## config.mk

```make
export PLATFORM = sky130hd
export DESIGN_NAME = ex_stage
export DESIGN_NICKNAME = d
export VERILOG_FILES = /design/src/rtl/ex_stage_pkg.sv /design/src/rtl/ex_stage_alu.sv /design/src/rtl/ex_stage.sv
export SDC_FILE = /design/constraint.sdc
export NUM_CORES = 1
export LEC_CHECK = 0
export ABC_AREA = 1
export ABC_CLOCK_PERIOD_IN_PS = 4530
export CAP_MARGIN = 20
export CORE_ASPECT_RATIO = 0.7
export CORE_MARGIN = 5
export CORE_UTILIZATION = 45
export DETAILED_ROUTE_END_ITERATION = 12
export DONT_BUFFER_PORTS = 1
export PLACE_DENSITY_LB_ADDON = 0.3
export SYNTH_ARGS = -nofsm -noshare
export SYNTH_HDL_FRONTEND = slang
export SYNTH_SLANG_ARGS = --single-unit
```

## constraint.sdc

```tcl
create_clock -name clk -period 4.53 [get_ports clk]
set_clock_uncertainty 0.2 [all_clocks]
set_input_delay 0.6795 -clock clk [delete_from_list [all_inputs] [get_ports clk]]
set_output_delay 0.6795 -clock clk [all_outputs]
set_load 0.01 [all_outputs]
```

## src/rtl/ex_stage_pkg.sv

```systemverilog
// Shared encodings for the RV32I execute stage.
// Micro-op opcodes, micro-op classes and the EX sequencing states.
package ex_stage_pkg;

   localparam int RTLOP_W   = 4;
   localparam int RTLTYPE_W = 2;
   localparam int XLEN      = 32;
   localparam int REG_AW    = 5;

   typedef enum logic [RTLOP_W-1:0] {
      RTLOP_ADD  = 4'd0,
      RTLOP_SLL  = 4'd1,
      RTLOP_SLT  = 4'd2,
      RTLOP_SLTU = 4'd3,
      RTLOP_XOR  = 4'd4,
      RTLOP_SHR  = 4'd5,
      RTLOP_OR   = 4'd6,
      RTLOP_AND  = 4'd7,
      RTLOP_SAR  = 4'd13
   } rtlop_e;

   typedef enum logic [RTLTYPE_W-1:0] {
      RTLTYPE_ARICH = 2'd0,
      RTLTYPE_RMEM  = 2'd1,
      RTLTYPE_WMEM  = 2'd2,
      RTLTYPE_JUMP  = 2'd3
   } rtltype_e;

   typedef enum logic {
      ST_EXEC = 1'b0,
      ST_WAIT = 1'b1
   } ex_state_e;

   typedef struct packed {
      logic [RTLOP_W-1:0] op;
      rtltype_e           ty;
      logic [XLEN-1:0]    pc;
      logic [XLEN-1:0]    src1;
      logic [XLEN-1:0]    src2;
      logic [REG_AW-1:0]  waddr;
   } id_ex_t;

   function automatic logic misaligned(input logic [XLEN-1:0] addr);
      return addr[1:0] != 2'b00;
   endfunction

endpackage

```

## src/rtl/ex_stage_alu.sv

```systemverilog
// Combinational RV32I integer ALU for the execute stage.
// Unknown opcodes produce zero.
module ex_stage_alu
   import ex_stage_pkg::*;
(
   input  logic [RTLOP_W-1:0] rtlop_i,
   input  logic [XLEN-1:0]    src1_i,
   input  logic [XLEN-1:0]    src2_i,
   output logic [XLEN-1:0]    result_o
);

   logic [4:0] shamt;
   logic       lt_s;
   logic       lt_u;

   assign shamt = src2_i[4:0];
   assign lt_s  = $signed(src1_i) < $signed(src2_i);
   assign lt_u  = src1_i < src2_i;

   always_comb begin
      result_o = '0;
      case (rtlop_i)
         RTLOP_ADD:  result_o = src1_i + src2_i;
         RTLOP_SLL:  result_o = src1_i << shamt;
         RTLOP_SLT:  result_o = {31'd0, lt_s};
         RTLOP_SLTU: result_o = {31'd0, lt_u};
         RTLOP_XOR:  result_o = src1_i ^ src2_i;
         RTLOP_SHR:  result_o = src1_i >> shamt;
         RTLOP_OR:   result_o = src1_i | src2_i;
         RTLOP_AND:  result_o = src1_i & src2_i;
         RTLOP_SAR:  result_o = $signed(src1_i) >>> shamt;
         default:    result_o = '0;
      endcase
   end

endmodule

```

## src/rtl/ex_stage.sv

```systemverilog
// RV32I execute stage: ID->EX register, ALU, jump resolution,
// load/store handshake, write-back and forwarding to ID.
module ex_stage
   import ex_stage_pkg::*;
#(
   parameter logic [31:0] RESET_PC = 32'h0000_0000
) (
   input  logic                 clk,
   input  logic                 rst_n,
   input  logic                 in_valid_i,
   input  logic [RTLOP_W-1:0]   rtlop_i,
   input  logic [RTLTYPE_W-1:0] rtltype_i,
   input  logic [31:0]          pc_i,
   input  logic [31:0]          src1_i,
   input  logic [31:0]          src2_i,
   input  logic [4:0]           gprs_waddr_i,
   output logic                 stall_o,
   output logic                 redirect_o,
   output logic [31:0]          redirect_pc_o,
   output logic [4:0]           ex_gprs_waddr,
   output logic [31:0]          ex_gprs_wdata,
   output logic                 mem_req_o,
   output logic                 mem_we_o,
   output logic [31:0]          mem_addr_o,
   output logic [31:0]          mem_wdata_o,
   input  logic                 mem_gnt_i,
   input  logic                 mem_rvalid_i,
   input  logic [31:0]          mem_rdata_i,
   output logic                 error_o
);

   id_ex_t    ex_q;
   id_ex_t    ex_d;
   logic      ex_valid_q;
   logic      ex_valid_d;
   ex_state_e state_q;
   ex_state_e state_d;

   logic        accept;
   logic        done;
   logic [31:0] alu_res;
   logic [31:0] ls_addr;
   logic [31:0] jmp_tgt;
   logic [31:0] link_pc;
   logic        is_store;
   logic [4:0]  wb_addr;
   logic [31:0] wb_data;

   ex_stage_alu u_alu (
      .rtlop_i  (ex_q.op),
      .src1_i   (ex_q.src1),
      .src2_i   (ex_q.src2),
      .result_o (alu_res)
   );

   // Loads add the offset here; stores arrive with the final address.
   assign is_store = ex_q.ty == RTLTYPE_WMEM;
   assign ls_addr  = is_store ? ex_q.src1 : ex_q.src1 + ex_q.src2;
   assign jmp_tgt  = (ex_q.src1 + ex_q.src2) & ~32'd1;
   assign link_pc  = ex_q.pc + 32'd4;

   always_comb begin
      done          = 1'b0;
      state_d       = state_q;
      mem_req_o     = 1'b0;
      mem_we_o      = 1'b0;
      mem_addr_o    = '0;
      mem_wdata_o   = '0;
      error_o       = 1'b0;
      redirect_o    = 1'b0;
      redirect_pc_o = RESET_PC;
      wb_addr       = '0;
      wb_data       = '0;
      if (ex_valid_q) begin
         unique case (state_q)
            ST_EXEC: begin
               unique case (ex_q.ty)
                  RTLTYPE_ARICH: begin
                     done    = 1'b1;
                     wb_addr = ex_q.waddr;
                     wb_data = alu_res;
                  end
                  RTLTYPE_JUMP: begin
                     done          = 1'b1;
                     redirect_o    = 1'b1;
                     redirect_pc_o = jmp_tgt;
                     wb_addr       = ex_q.waddr;
                     wb_data       = link_pc;
                  end
                  RTLTYPE_RMEM, RTLTYPE_WMEM: begin
                     if (misaligned(ls_addr)) begin
                        done    = 1'b1;
                        error_o = 1'b1;
                     end else begin
                        mem_req_o   = 1'b1;
                        mem_we_o    = is_store;
                        mem_addr_o  = ls_addr;
                        mem_wdata_o = is_store ? ex_q.src2 : '0;
                        if (mem_gnt_i) begin
                           if (is_store) begin
                              done = 1'b1;
                           end else if (mem_rvalid_i) begin
                              done    = 1'b1;
                              wb_addr = ex_q.waddr;
                              wb_data = mem_rdata_i;
                           end else begin
                              state_d = ST_WAIT;
                           end
                        end
                     end
                  end
               endcase
            end
            ST_WAIT: begin
               if (mem_rvalid_i) begin
                  done    = 1'b1;
                  wb_addr = ex_q.waddr;
                  wb_data = mem_rdata_i;
                  state_d = ST_EXEC;
               end
            end
         endcase
      end
      ex_gprs_waddr = wb_addr;
      ex_gprs_wdata = (wb_addr == 5'd0) ? 32'd0 : wb_data;
   end

   assign stall_o = ex_valid_q & ~done;
   assign accept  = in_valid_i & ~stall_o & ~redirect_o;

   always_comb begin
      ex_d       = ex_q;
      ex_valid_d = ex_valid_q;
      if (accept) begin
         ex_d.op    = rtlop_i;
         ex_d.ty    = rtltype_e'(rtltype_i);
         ex_d.pc    = pc_i;
         ex_d.src1  = src1_i;
         ex_d.src2  = src2_i;
         ex_d.waddr = gprs_waddr_i;
         ex_valid_d = 1'b1;
      end else if (done) begin
         ex_valid_d = 1'b0;
      end
   end

   always_ff @(posedge clk or negedge rst_n) begin
      if (!rst_n) begin
         ex_q       <= '0;
         ex_valid_q <= 1'b0;
         state_q    <= ST_EXEC;
      end else begin
         ex_q       <= ex_d;
         ex_valid_q <= ex_valid_d;
         state_q    <= state_d;
      end
   end

endmodule

```

# --- Yosys cells after proc, flatten, opt, wreduce, memory -nomap -nowiden ---
# Index checks and enable logic that the tools add are counted.
classes:
  add_sub_neg: 2
  multipliers: 0
  div: 0
  n_lt_le_gt_ge: 2
  eq_ne: 11
  n_shift: 3
  n_mux: 59
  n_bitwise: 10
  reduce_logical: 7
op_table:
  columns: ["operator", "n"]
  rows:
  - ["32-bit two-way mux", 19]
  - ["32-bit one-hot mux with 9 select lines", 1]
  - ["32-bit one-hot mux with 3 select lines", 1]
  - ["32-bit less-than comparator", 2]
  - ["32-bit one-hot mux with 2 select lines", 1]
  - ["32-bit by 3-bit adder with 32-bit output (second input constant)", 1]
  - ["32-bit adder", 1]
  - ["32-bit AND", 1]
  - ["32-bit bitwise OR", 1]
  - ["32-bit by 5-bit left shift with 32-bit output", 1]
  - ["32-bit by 5-bit >> shifter with 32-bit output", 1]
  - ["32-bit by 5-bit >>> shifter with 32-bit output", 1]
  - ["32-bit XOR", 1]
  - ["1-bit two-way mux", 27]
  - ["5-bit two-way mux", 5]
  - ["5-bit one-hot mux with 2 select lines", 2]
  - ["4-bit by 3-bit equality test with 1-bit output (second input constant)", 4]
  - ["4-bit by 2-bit equality test with 1-bit output (second input constant)", 2]
  - ["1-bit one-hot mux with 2 select lines", 3]
  - ["5-bit zero test", 1]
  - ["2-bit equality test (second input constant)", 2]
  - ["4-bit by 1-bit equality test with 1-bit output (second input constant)", 1]
  - ["4-bit equality test (second input constant)", 1]
  - ["4-bit zero test", 1]
  - ["other kinds (6)", 13]
totals:
  reg_bits: 109
  latch_bits: 0
  mem_bits_rw: 0
  mem_bits_ro: 0
  inputBits: 144
  output_inout_bits: 138
  wordCells: 102
  n_memories: 0

# --- Logic depth before layout (Yosys ltp) ---
# Gate-level depths: netlist of the first run.
depth:
  depth_word: 13
  ltp_mapped: 20
  ltp_nobuf: 17

# --- Hierarchy ---
# From an unflattened synthesis of the first run, not the netlist that was laid out.
hier_totals:
  cells_unflattened: 3288
  area_unflattened_um2: 17947.2
modules_own_cells:
  columns: ["module", "instances", "cells_per_inst", "area_per_inst_um2", "seq_area_each_um2"]
  rows:
  - ["ex_stage", 1, 1655, 9620.5, 2727.6]
  - ["ex_stage_alu", 1, 1633, 8326.7, 0.0]

# --- Worst setup path after synthesis of the first run ---
# No wires, ideal clock.
synth_path:
  kind: "register to output"
  from: "register ex_q[7] in the netlist's numbering"
  to: "output ex_gprs_wdata[15]"
  arrival_ps: 2606
  required_ps: 3651
  setup_slack_ps: 1044
  stages_incl_launch_ff: 19
  path_cell_list: "dfrtp_1 -> clkinv_1 -> buf_2 -> buf_1 -> ha_1 -> buf_2 -> a21oi_1 -> nand2_1 -> nand2_1 -> nand2_1 -> nand2_1 -> nand2_1 -> xor2_1 -> nand2_1 -> nand2_1 -> inv_1 -> nand2_1 -> nand2_1 -> a21oi_1"
synth_between:
  elab_chain_len: 6
  word_cells_on_any_way: 9
synth_lines:
  columns: ["item", "line", "source"]
  rows:
  - ["from (decl)", "ex_stage.sv:32", "id_ex_t ex_q;"]
  - ["from (signal assigned)", "ex_stage.sv:149", "ex_q <= '0;"]
  - ["from (signal assigned)", "ex_stage.sv:153", "ex_q <= ex_d;"]
  - ["32-bit adder, or another cell as far along", "ex_stage_alu.sv:23", "RTLOP_ADD: result_o = src1_i + src2_i;"]
  - ["32-bit one-hot mux with 9 select lines *", "ex_stage_alu.sv:22", "case (rtlop_i)"]
  - ["32-bit one-hot mux with 3 select lines *", "ex_stage.sv:77", "unique case (ex_q.ty)"]
  - ["32-bit one-hot mux with 2 select lines *", "ex_stage.sv:75", "unique case (state_q)"]
  - ["32-bit two-way mux *", "ex_stage.sv:74", "if (ex_valid_q) begin"]
  - ["32-bit two-way mux *", "ex_stage.sv:125", "ex_gprs_wdata = (wb_addr == 5'd0) ? 32'd0 : wb_data;"]
  - ["to (decl)", "ex_stage.sv:21", "output logic [31:0] ex_gprs_wdata,"]
# Every way passes the cells marked *; elsewhere a longest branch is shown, timed or not.

# --- Worst setup path in the final report of the first run ---
layout_path:
  from: "register ex_q[6] in the netlist's numbering"
  to: "output ex_gprs_wdata[7]"
layout_between:
  elab_chain_len: 9
  word_cells_on_any_way: 17
layout_lines:
  columns: ["item", "line", "source"]
  rows:
  - ["32-bit adder", "ex_stage_alu.sv:23, ex_stage.sv:58", null]
  - ["32-bit two-way mux", "ex_stage.sv:58", "assign ls_addr = is_store ? ex_q.src1 : ex_q.src1 + ex_q.src2;"]
  - ["2-bit nonzero test", "ex_stage_pkg.sv:44", "return addr[1:0] != 2'b00;"]
  - ["5-bit two-way mux", "ex_stage.sv:91", "if (misaligned(ls_addr)) begin"]
  - ["5-bit one-hot mux with 2 select lines", "ex_stage.sv:77", null]
  - ["5-bit one-hot mux with 2 select lines", "ex_stage.sv:75", null]
  - ["5-bit two-way mux", "ex_stage.sv:74", null]
  - ["5-bit zero test", "ex_stage.sv:125", null]
  - ["32-bit two-way mux *", "ex_stage.sv:125", null]
# Marks and branches as above.

==> reports/results.ini, run 1 <==
[outcome]
status = complete, but fails checks
failed_checks = hold timing

[detailed_routing]
detailedRoute.firstPassIterationCount = 7
post_dr_wirelength_cell_um = 25.2
remaining_drc_errors = 0
post_detailed_route_count_of_antenna_violating_nets = 0
routed-via-count = 19089
dr.first_iter.drc_count = 3260
route.detailed.vias_per_inst = 6.27
wirelength_um = 76900

[die]
die_width_um = 227
fp.dieArea_um2 = 36600
floorplan.initialDensity_pct = 45.7
vertical_die_dimension_um = 162
core_area_um2 = 32300
top_level_ports = 282
num_rows = 55

[place]
place_hpwl_um = 62300
postPlaceCellArea_um2 = 15800
gp_routability_congestion = 1.11
numPortBuffers = 0

[worst_setup_path]
critPathBufInv = 3
critical_path.endpoint_type = output port
regToRegEndpoint = ex_q[35]$_DFFE_PN0P_
worst_path_most_repeated_cell = sky130_fd_sc_hd__nand2_1
crit_arrival_ps = 3580
timing.critical_path.max_delay_family = compound AO/OA/AOI/OAI gates
start_kind = flop
critical_path.slowest_cell = sky130_fd_sc_hd__buf_4
timing.reg2reg.setup_slack_ps = 970
worst_r2r_startpoint = ex_q[5]$_DFFE_PN0P_
critical-path-max-stage-delay_ps = 580
critical_path_peak_fanout = 58
worst-r2r-cell-count = 11
worstPathRequired_ps = 3650
cp_cell_sequence = inv_2 > buf_4 > nand3_1 > nor2_1 > nand2_1 > nand2_1 > nand2_1 > a21oi_1 > o21ai_0 > a21oi_1 > buf_4
critical_path_class = reg -> out

[cts]
clock_tree_from_tritoncts = done
ctsLongestPathBuffers = 2
postCtsSetupBuffers = 0
clock_insertion_delay_worst_skew_ps = 390
cts_num_sinks = 109
cts_inserted_buffers = 9
cts.htree.levels = 3
clkSlewWorstSetupHoldPaths_ps = 90
clockRootBuffer = sky130_fd_sc_hd__clkbuf_16

[sta]
grt_setup_unrepaired = yes
setup_viol_count_final = 0
timing_hold_violations_final = 9
maxClockFrequency_ghz = 0.224
slew-limit-headroom_pct = 25.7
fin_hold_ws_ps = -23.5
fin_crit_ps = 4460
final-max-slew-violation-count = 0
worst_margin_pin_slew_ps = 1110
min_period_over_period_pct = 98.5

[grt]
grt-ovfl-total = 0
grt_pass1_vias = 17017
antenna_found_initial = 3
wire_length_of_the_first_global_routing_pass_um = 111000
grt_max_degree = 110
global_route.usage.total_pct = 40.3

[layout]
num-fill-cells = 3524
design_area_um2 = 16200
fin_nets = 2855
syn_to_final_growth_pct = 9.38
drive_gt1_share_pct = 8.03

[synthesis]
synth_cell_types = 59
synthesis.yosys.warnings = 0
synth_area_um2 = 14800
synth_most_common_cell = sky130_fd_sc_hd__nand2_1
synth_area_leader_cell = sky130_fd_sc_hd__nand2_1
primary_ff_master_synth = sky130_fd_sc_hd__dfrtp_1
synth_async_sr_flop_share_pct = 100
synth_area_leaders = sky130_fd_sc_hd__nand2_1 (20%), sky130_fd_sc_hd__dfrtp_1 (18%), sky130_fd_sc_hd__nand3_1 (9.6%)
top_cells_by_count_synth = sky130_fd_sc_hd__nand2_1 (796), sky130_fd_sc_hd__nor2_1 (334), sky130_fd_sc_hd__nand3_1 (283), sky130_fd_sc_hd__a21oi_1 (237), sky130_fd_sc_hd__inv_1 (225)
synth.ff_latch_count = 109
syn_area_per_cell_um2 = 5.73
sequential_cell_area_fraction_in_the_yosys_report_pct = 18.4
synth_edf_count = 0
post_synth_inst_count = 2582
post-synth-top-area-fraction_pct = 20.2

[worst_hold_path]
class_of_the_worst_hold_path = in -> async

[flow_run]
maxCapViolCount = 0

[worst register-to-register path, cell delays in order, from the launching register on]
cell	delay, ps
sky130_fd_sc_hd__dfrtp_2	440
sky130_fd_sc_hd__ha_1	290
sky130_fd_sc_hd__fa_1	550
sky130_fd_sc_hd__o31ai_2	80
sky130_fd_sc_hd__buf_4	190
sky130_fd_sc_hd__nand2_2	120
sky130_fd_sc_hd__a21oi_2	50
sky130_fd_sc_hd__o21ai_2	210
sky130_fd_sc_hd__nand3_4	360
sky130_fd_sc_hd__buf_12	350
sky130_fd_sc_hd__nor2_1	500
sky130_fd_sc_hd__a21oi_1	80
[state kept, by name (all words and copies together) (netlist names)]
signal,count
ex_q,107
ex_valid_q,1
state_q,1
[per-stage QoR]
step | hold slack, ps | TNS [ps] | worst slack [ps] | util [%] | cells
4_1_cts | 34.0 | 0 | 119 | 50.0 | 3041
3_5_place_dp | 187 | 0 | 574 | 48.9 | 3024
5_1_grt | 27.7 | -64.3 | -21.4 | 50.0 | 3042
2_1_floorplan | 184 | 0 | 1040 | - | 2584
6_report | -23.5 | 0 | 67.7 | 50.0 | 3046
3_3_place_gp | 186 | 0 | 684 | 48.9 | 3024
[cells in the final DEF (no fill, tap or decap), types with 3 or more instances in the layout]
master                      netlist  final
sky130_fd_sc_hd__o2111ai_1        4      4
sky130_fd_sc_hd__nor3_1          30     30
sky130_fd_sc_hd__o211ai_1        29     29
sky130_fd_sc_hd__nand2_2          5      4
sky130_fd_sc_hd__nand3_1        283    283
sky130_fd_sc_hd__xnor2_1          3      3
sky130_fd_sc_hd__or2_2            6      6
sky130_fd_sc_hd__inv_2           10     11
sky130_fd_sc_hd__a21o_1           7      7
sky130_fd_sc_hd__inv_1          225    225
sky130_fd_sc_hd__o21a_1          13     13
sky130_fd_sc_hd__nor2_1         334    333
sky130_fd_sc_hd__nand2_1        796    796
sky130_fd_sc_hd__nand3b_1         6      6
sky130_fd_sc_hd__clkbuf_16        0      9
sky130_fd_sc_hd__nand4_1         14     14
sky130_fd_sc_hd__o21ai_1         11     11
sky130_fd_sc_hd__buf_12           0      4
sky130_fd_sc_hd__clkinv_8         0      3
sky130_fd_sc_hd__a31oi_1          3      3
sky130_fd_sc_hd__dfrtp_2          0      4
sky130_fd_sc_hd__buf_4           22    141
sky130_fd_sc_hd__nor2_4           3      3
sky130_fd_sc_hd__o21ai_2          3      3
sky130_fd_sc_hd__ha_1           101    101
sky130_fd_sc_hd__o22ai_1         51     51
sky130_fd_sc_hd__o21bai_1         5      5
sky130_fd_sc_hd__conb_1           1      3
sky130_fd_sc_hd__diode_2          0      5
sky130_fd_sc_hd__xor2_1          15     15
sky130_fd_sc_hd__o221ai_1         4      4
sky130_fd_sc_hd__a221oi_1         4      4
sky130_fd_sc_hd__mux2_1          18     18
sky130_fd_sc_hd__a21oi_1        237    237
sky130_fd_sc_hd__o21ai_0         88     88
sky130_fd_sc_hd__nor2_2           5      6
sky130_fd_sc_hd__dfrtp_1        109    105
[per-layer routing]
metal	vias up	share of wire, %	GRT usage (%)
li1	8509	-	-
met1	9027	43	61.1
met2	1410	37	51.7
met3	143	17	16.9
met4	0	2.8	10.1
met5	-	0	0
[how the worst max path moves through the flow]
stage | cells after the start | startpoint | to | slack (ps)
after floorplan | 18 | ex_q[7]$_DFFE_PN0P_ | ex_gprs_wdata[15] | 1040
after detailed placement | 13 | ex_q[5]$_DFFE_PN0P_ | ex_gprs_wdata[10] | 570
after global placement | 13 | ex_q[5]$_DFFE_PN0P_ | ex_gprs_wdata[25] | 680
after global routing | 11 | ex_q[5]$_DFFE_PN0P_ | mem_addr_o[30] | -20
final | 11 | ex_q[6]$_DFFE_PN0P_ | ex_gprs_wdata[7] | 70
after CTS | 13 | ex_q[5]$_DFFE_PN0P_ | ex_gprs_wdata[10] | 120
[timing repair]
item	CTS	global route
gates resized for setup	0	1
endpoints found under the hold margin	109	0
endpoints found under the setup margin	0	37
hold buffers	1	0
[logic make-up (layout without fill, tap and decap cells)]
logic type,count (synthesis),after routing,synth area share (%)
multiplexers,18,18,1.37
flip-flops,109,109,18.4
buffers and inverters,371,401,10.6
XOR/XNOR,18,18,1.07
other,1,8,0.0254
AO/OA/AOI/OAI,468,468,17.9
adder cells (fa/ha/maj),102,102,8.68
AND/OR/NAND/NOR,1495,1495,42.0
[final cells by class]
cell class / instances / area, um2 / area share (%)
inverters: 239 / 901 / 5.57
diodes: 5 / 12.5 / 0.0774
repair buffers: 146 / 1170 / 7.21
flip-flops and latches: 109 / 2730 / 16.9
multi-input cells: 2104 / 10500 / 65.0
clock buffers: 9 / 225 / 1.39
clock inverters: 7 / 85.1 / 0.526
well taps: 427 / 534 / 3.30
Power of run 1 is left out: the tool's default activity adds up to more than one toggle a clock period on the data nets, which glitch-free logic cannot reach.
==> inputs of run 2 (changes only) <==
--- a/config.mk
+++ b/config.mk
@@ -5,7 +5,7 @@
 export SDC_FILE = /design/constraint.sdc
 export NUM_CORES = 1
 export LEC_CHECK = 0
-export ABC_AREA = 1
+export ABC_AREA = 0
 export ABC_CLOCK_PERIOD_IN_PS = 4530
 export CAP_MARGIN = 20
 export CORE_ASPECT_RATIO = 0.7
==> run 2 against run 1 <==
Against the previous run: the flow still finishes with violations (hold timing); sequential cell count did not move; critical path depth is the same; sequential share of layout area is 0.67 points lower; setup slack worse by 42 ps; maximum frequency fell by 0.94%; count of clock-buffer cells in the layout did not move; synthesized cell count shrank 25%; cell area grew 4.2%; register-to-register slack worse by 190 ps; routed wire length shrank 5.0%; core utilization up 2.2 points; critical path type unchanged; largest cell class unchanged.
==> reports/results.ini, run 2 <==
[die]
floorplan.initialDensity_pct = 45.6
fp.dieArea_um2 = 36500
die_width_um = 226
core_area_um2 = 32300
vertical_die_dimension_um = 161
top_level_ports = 282
num_rows = 55

[synthesis]
synth_area_leaders = sky130_fd_sc_hd__dfrtp_1 (19%), sky130_fd_sc_hd__ha_1 (8.6%), sky130_fd_sc_hd__mux4_2 (5.8%)
post-synth-top-area-fraction_pct = 18.5
synth_cell_types = 88
synth_async_sr_flop_share_pct = 100
post_synth_inst_count = 1929
synthesis.yosys.warnings = 0
synth_area_leader_cell = sky130_fd_sc_hd__dfrtp_1
synth_area_um2 = 14700
syn_area_per_cell_um2 = 7.63
sequential_cell_area_fraction_in_the_yosys_report_pct = 18.5
synth_edf_count = 0
primary_ff_master_synth = sky130_fd_sc_hd__dfrtp_1
synth.ff_latch_count = 109
top_cells_by_count_synth = sky130_fd_sc_hd__nand2_1 (228), sky130_fd_sc_hd__nor2_1 (195), sky130_fd_sc_hd__o21ai_0 (144), sky130_fd_sc_hd__a21oi_1 (141), sky130_fd_sc_hd__dfrtp_1 (109)
synth_most_common_cell = sky130_fd_sc_hd__nand2_1

[cts]
cts.htree.levels = 3
clockRootBuffer = sky130_fd_sc_hd__clkbuf_16
clock_tree_from_tritoncts = done
cts_num_sinks = 109
ctsLongestPathBuffers = 2
clock_insertion_delay_worst_skew_ps = 400
clkSlewWorstSetupHoldPaths_ps = 90
cts_inserted_buffers = 9

[sta]
final-max-slew-violation-count = 0
min_period_over_period_pct = 99.4
slew-limit-headroom_pct = 32.1
maxClockFrequency_ghz = 0.222
worst_margin_pin_slew_ps = 1020
fin_crit_ps = 4500
grt_setup_unrepaired = yes
setup_viol_count_final = 0
fin_hold_ws_ps = -47.5
timing_hold_violations_final = 19
postLayoutSetupSlackWorst_ps = 25.3

[layout]
mostFrequentLayoutCell = sky130_fd_sc_hd__nand2_1
drive_gt1_share_pct = 21.0
largest_register_ff_count = 107
antenna_diode_count = 0
num-fill-cells = 3165
fin_nets = 2242
largest_registers = ex_q: 107 flops, ex_valid_q: 1 flops, state_q: 1 flops
syn_to_final_growth_pct = 14.6
mostFrequentLayoutCells = sky130_fd_sc_hd__nand2_1 (228), sky130_fd_sc_hd__buf_4 (211), sky130_fd_sc_hd__nor2_1 (193)
design_area_um2 = 16900
top_register_by_number_of_flip_flops = ex_q

[pwr]
worst_ir_drop_vdd_uv = 395
p_leak_nw = 7.14
power-per-cell-area_nw_per_um2 = 1020

[flow_run]
maxCapViolCount = 0

[place]
pre_cts_ws_ps = 292
gp_routability_congestion = 1.10
numPortBuffers = 0
postPlaceCellArea_um2 = 16300
place_hpwl_um = 57900

[worst_setup_path]
start_kind = flop
worstPathRequired_ps = 3650
critical_path.endpoint_type = output port
critical_path_peak_fanout = 6
critical_path_class = reg -> out
timing.reg2reg.setup_slack_ps = 780
crit_arrival_ps = 3630

[detailed_routing]
wirelength_um = 73000
route.detailed.vias_per_inst = 6.86
detailedRoute.firstPassIterationCount = 6
dr.first_iter.drc_count = 2703
post_detailed_route_count_of_antenna_violating_nets = 0
routed-via-count = 16665
post_dr_wirelength_cell_um = 30.1
remaining_drc_errors = 0

[grt]
antenna_found_initial = 1
wire_length_of_the_first_global_routing_pass_um = 106000
grt_pass1_vias = 15062
global_route.usage.total_pct = 38.5
grt-ovfl-total = 0
grt_max_degree = 110

[outcome]
failed_checks = hold timing
status = complete, but fails checks

[worst_hold_path]
class_of_the_worst_hold_path = in -> async

run 2: cell count changes after synthesis, moves of 56 or more:
cell,before,now
sky130_fd_sc_hd__o21ai_0,88,144
sky130_fd_sc_hd__nand2_1,796,228
sky130_fd_sc_hd__nand3_1,283,41
sky130_fd_sc_hd__inv_1,225,100
sky130_fd_sc_hd__a21oi_1,237,141
sky130_fd_sc_hd__mux2_2,0,72
sky130_fd_sc_hd__nor2_1,334,195
run 2: area by class of cell:
type / count / area (um2) / area share, %
multi-input cells: 1553 / 11100 / 66.0
flip-flops and latches: 109 / 2740 / 16.2
repair buffers: 221 / 1770 / 10.5
well taps: 427 / 534 / 3.17
inverters: 102 / 383 / 2.27
clock buffers: 9 / 225 / 1.34
clock inverters: 7 / 85.1 / 0.505
run 2: path summary, 6_finish.rpt:
kind / from / end / cells after the start
max in group asynchronous: rst_n / ex_q[5]$_DFFE_PN0P_ / 1
hold reg to reg: ex_q[3]$_DFFE_PN0P_ / ex_q[3]$_DFFE_PN0P_ / 1
setup / recovery: ex_q[5]$_DFFE_PN0P_ / ex_gprs_wdata[10] / 11
hold / removal: rst_n / ex_q[80]$_DFFE_PN0P_ / 1
setup reg to reg: ex_q[5]$_DFFE_PN0P_ / ex_q[7]$_DFFE_PN0P_ / 10
min in group clk: mem_rvalid_i / state_q$_DFFE_PN0P_ / 1
run 2: cells by family after synthesis:
logic type / share of synthesized area [%]
AND/OR/NAND/NOR: 19.5
XOR/XNOR: 3.10
buffers and inverters: 7.70
flip-flops: 18.5
AO/OA/AOI/OAI: 25.9
multiplexers: 16.5
other: 0.0255
adder cells (fa/ha/maj): 8.73
run 2: where the power goes:
group          internal [mW]  switching [mW]  total, mW
Sequential              1.41           0.555       1.97
Combinational           5.20            9.15       14.3
Clock                  0.400           0.488      0.888
run 2: stage by stage:
step           cells  power, mW  hold WS [ps]  utilization (%)  setup TNS, ps
6_report        2428       17.2         -47.5             52.2              0
2_1_floorplan   1931       9.96           184                -              0
4_1_cts         2427       16.3          31.3             51.5              0
3_5_place_dp    2409       15.3           186             50.4              0
5_1_grt         2428       18.0          25.6             52.2           -164
3_3_place_gp    2409       15.3           187             50.4              0
run 2: worst max-delay path: stages (launching register included):
cell                       delay [ps]
sky130_fd_sc_hd__dfrtp_4          500
sky130_fd_sc_hd__ha_1             270
sky130_fd_sc_hd__fa_1             460
sky130_fd_sc_hd__a21o_1           210
sky130_fd_sc_hd__a31oi_2          240
sky130_fd_sc_hd__or4_4            230
sky130_fd_sc_hd__nand2_1          110
sky130_fd_sc_hd__xnor2_1          490
sky130_fd_sc_hd__o221ai_2         230
sky130_fd_sc_hd__a21oi_1          230
sky130_fd_sc_hd__a211oi_2         100
sky130_fd_sc_hd__buf_4            150
run 2: routing by layer:
layer	global-route usage (%)	vias to the layer above	part of all wire, %
met5	0	-	0
met4	9.07	0	2.9
met3	11.4	122	13
met2	51.2	1244	39
met1	60.2	8144	45
li1	-	7155	-
run 2: timing repair:
item                                   4_1_cts  5_1_grt
cloned                                       0        0
endpoints found under the hold margin      109        0
setup endpoints to repair                   28       34
pin swaps                                    4        2
hold buffers                                 1        0
buffers inserted                             1        1
resized for setup                            8       44
No activity file was read; power rests on OpenSTA's default activity.
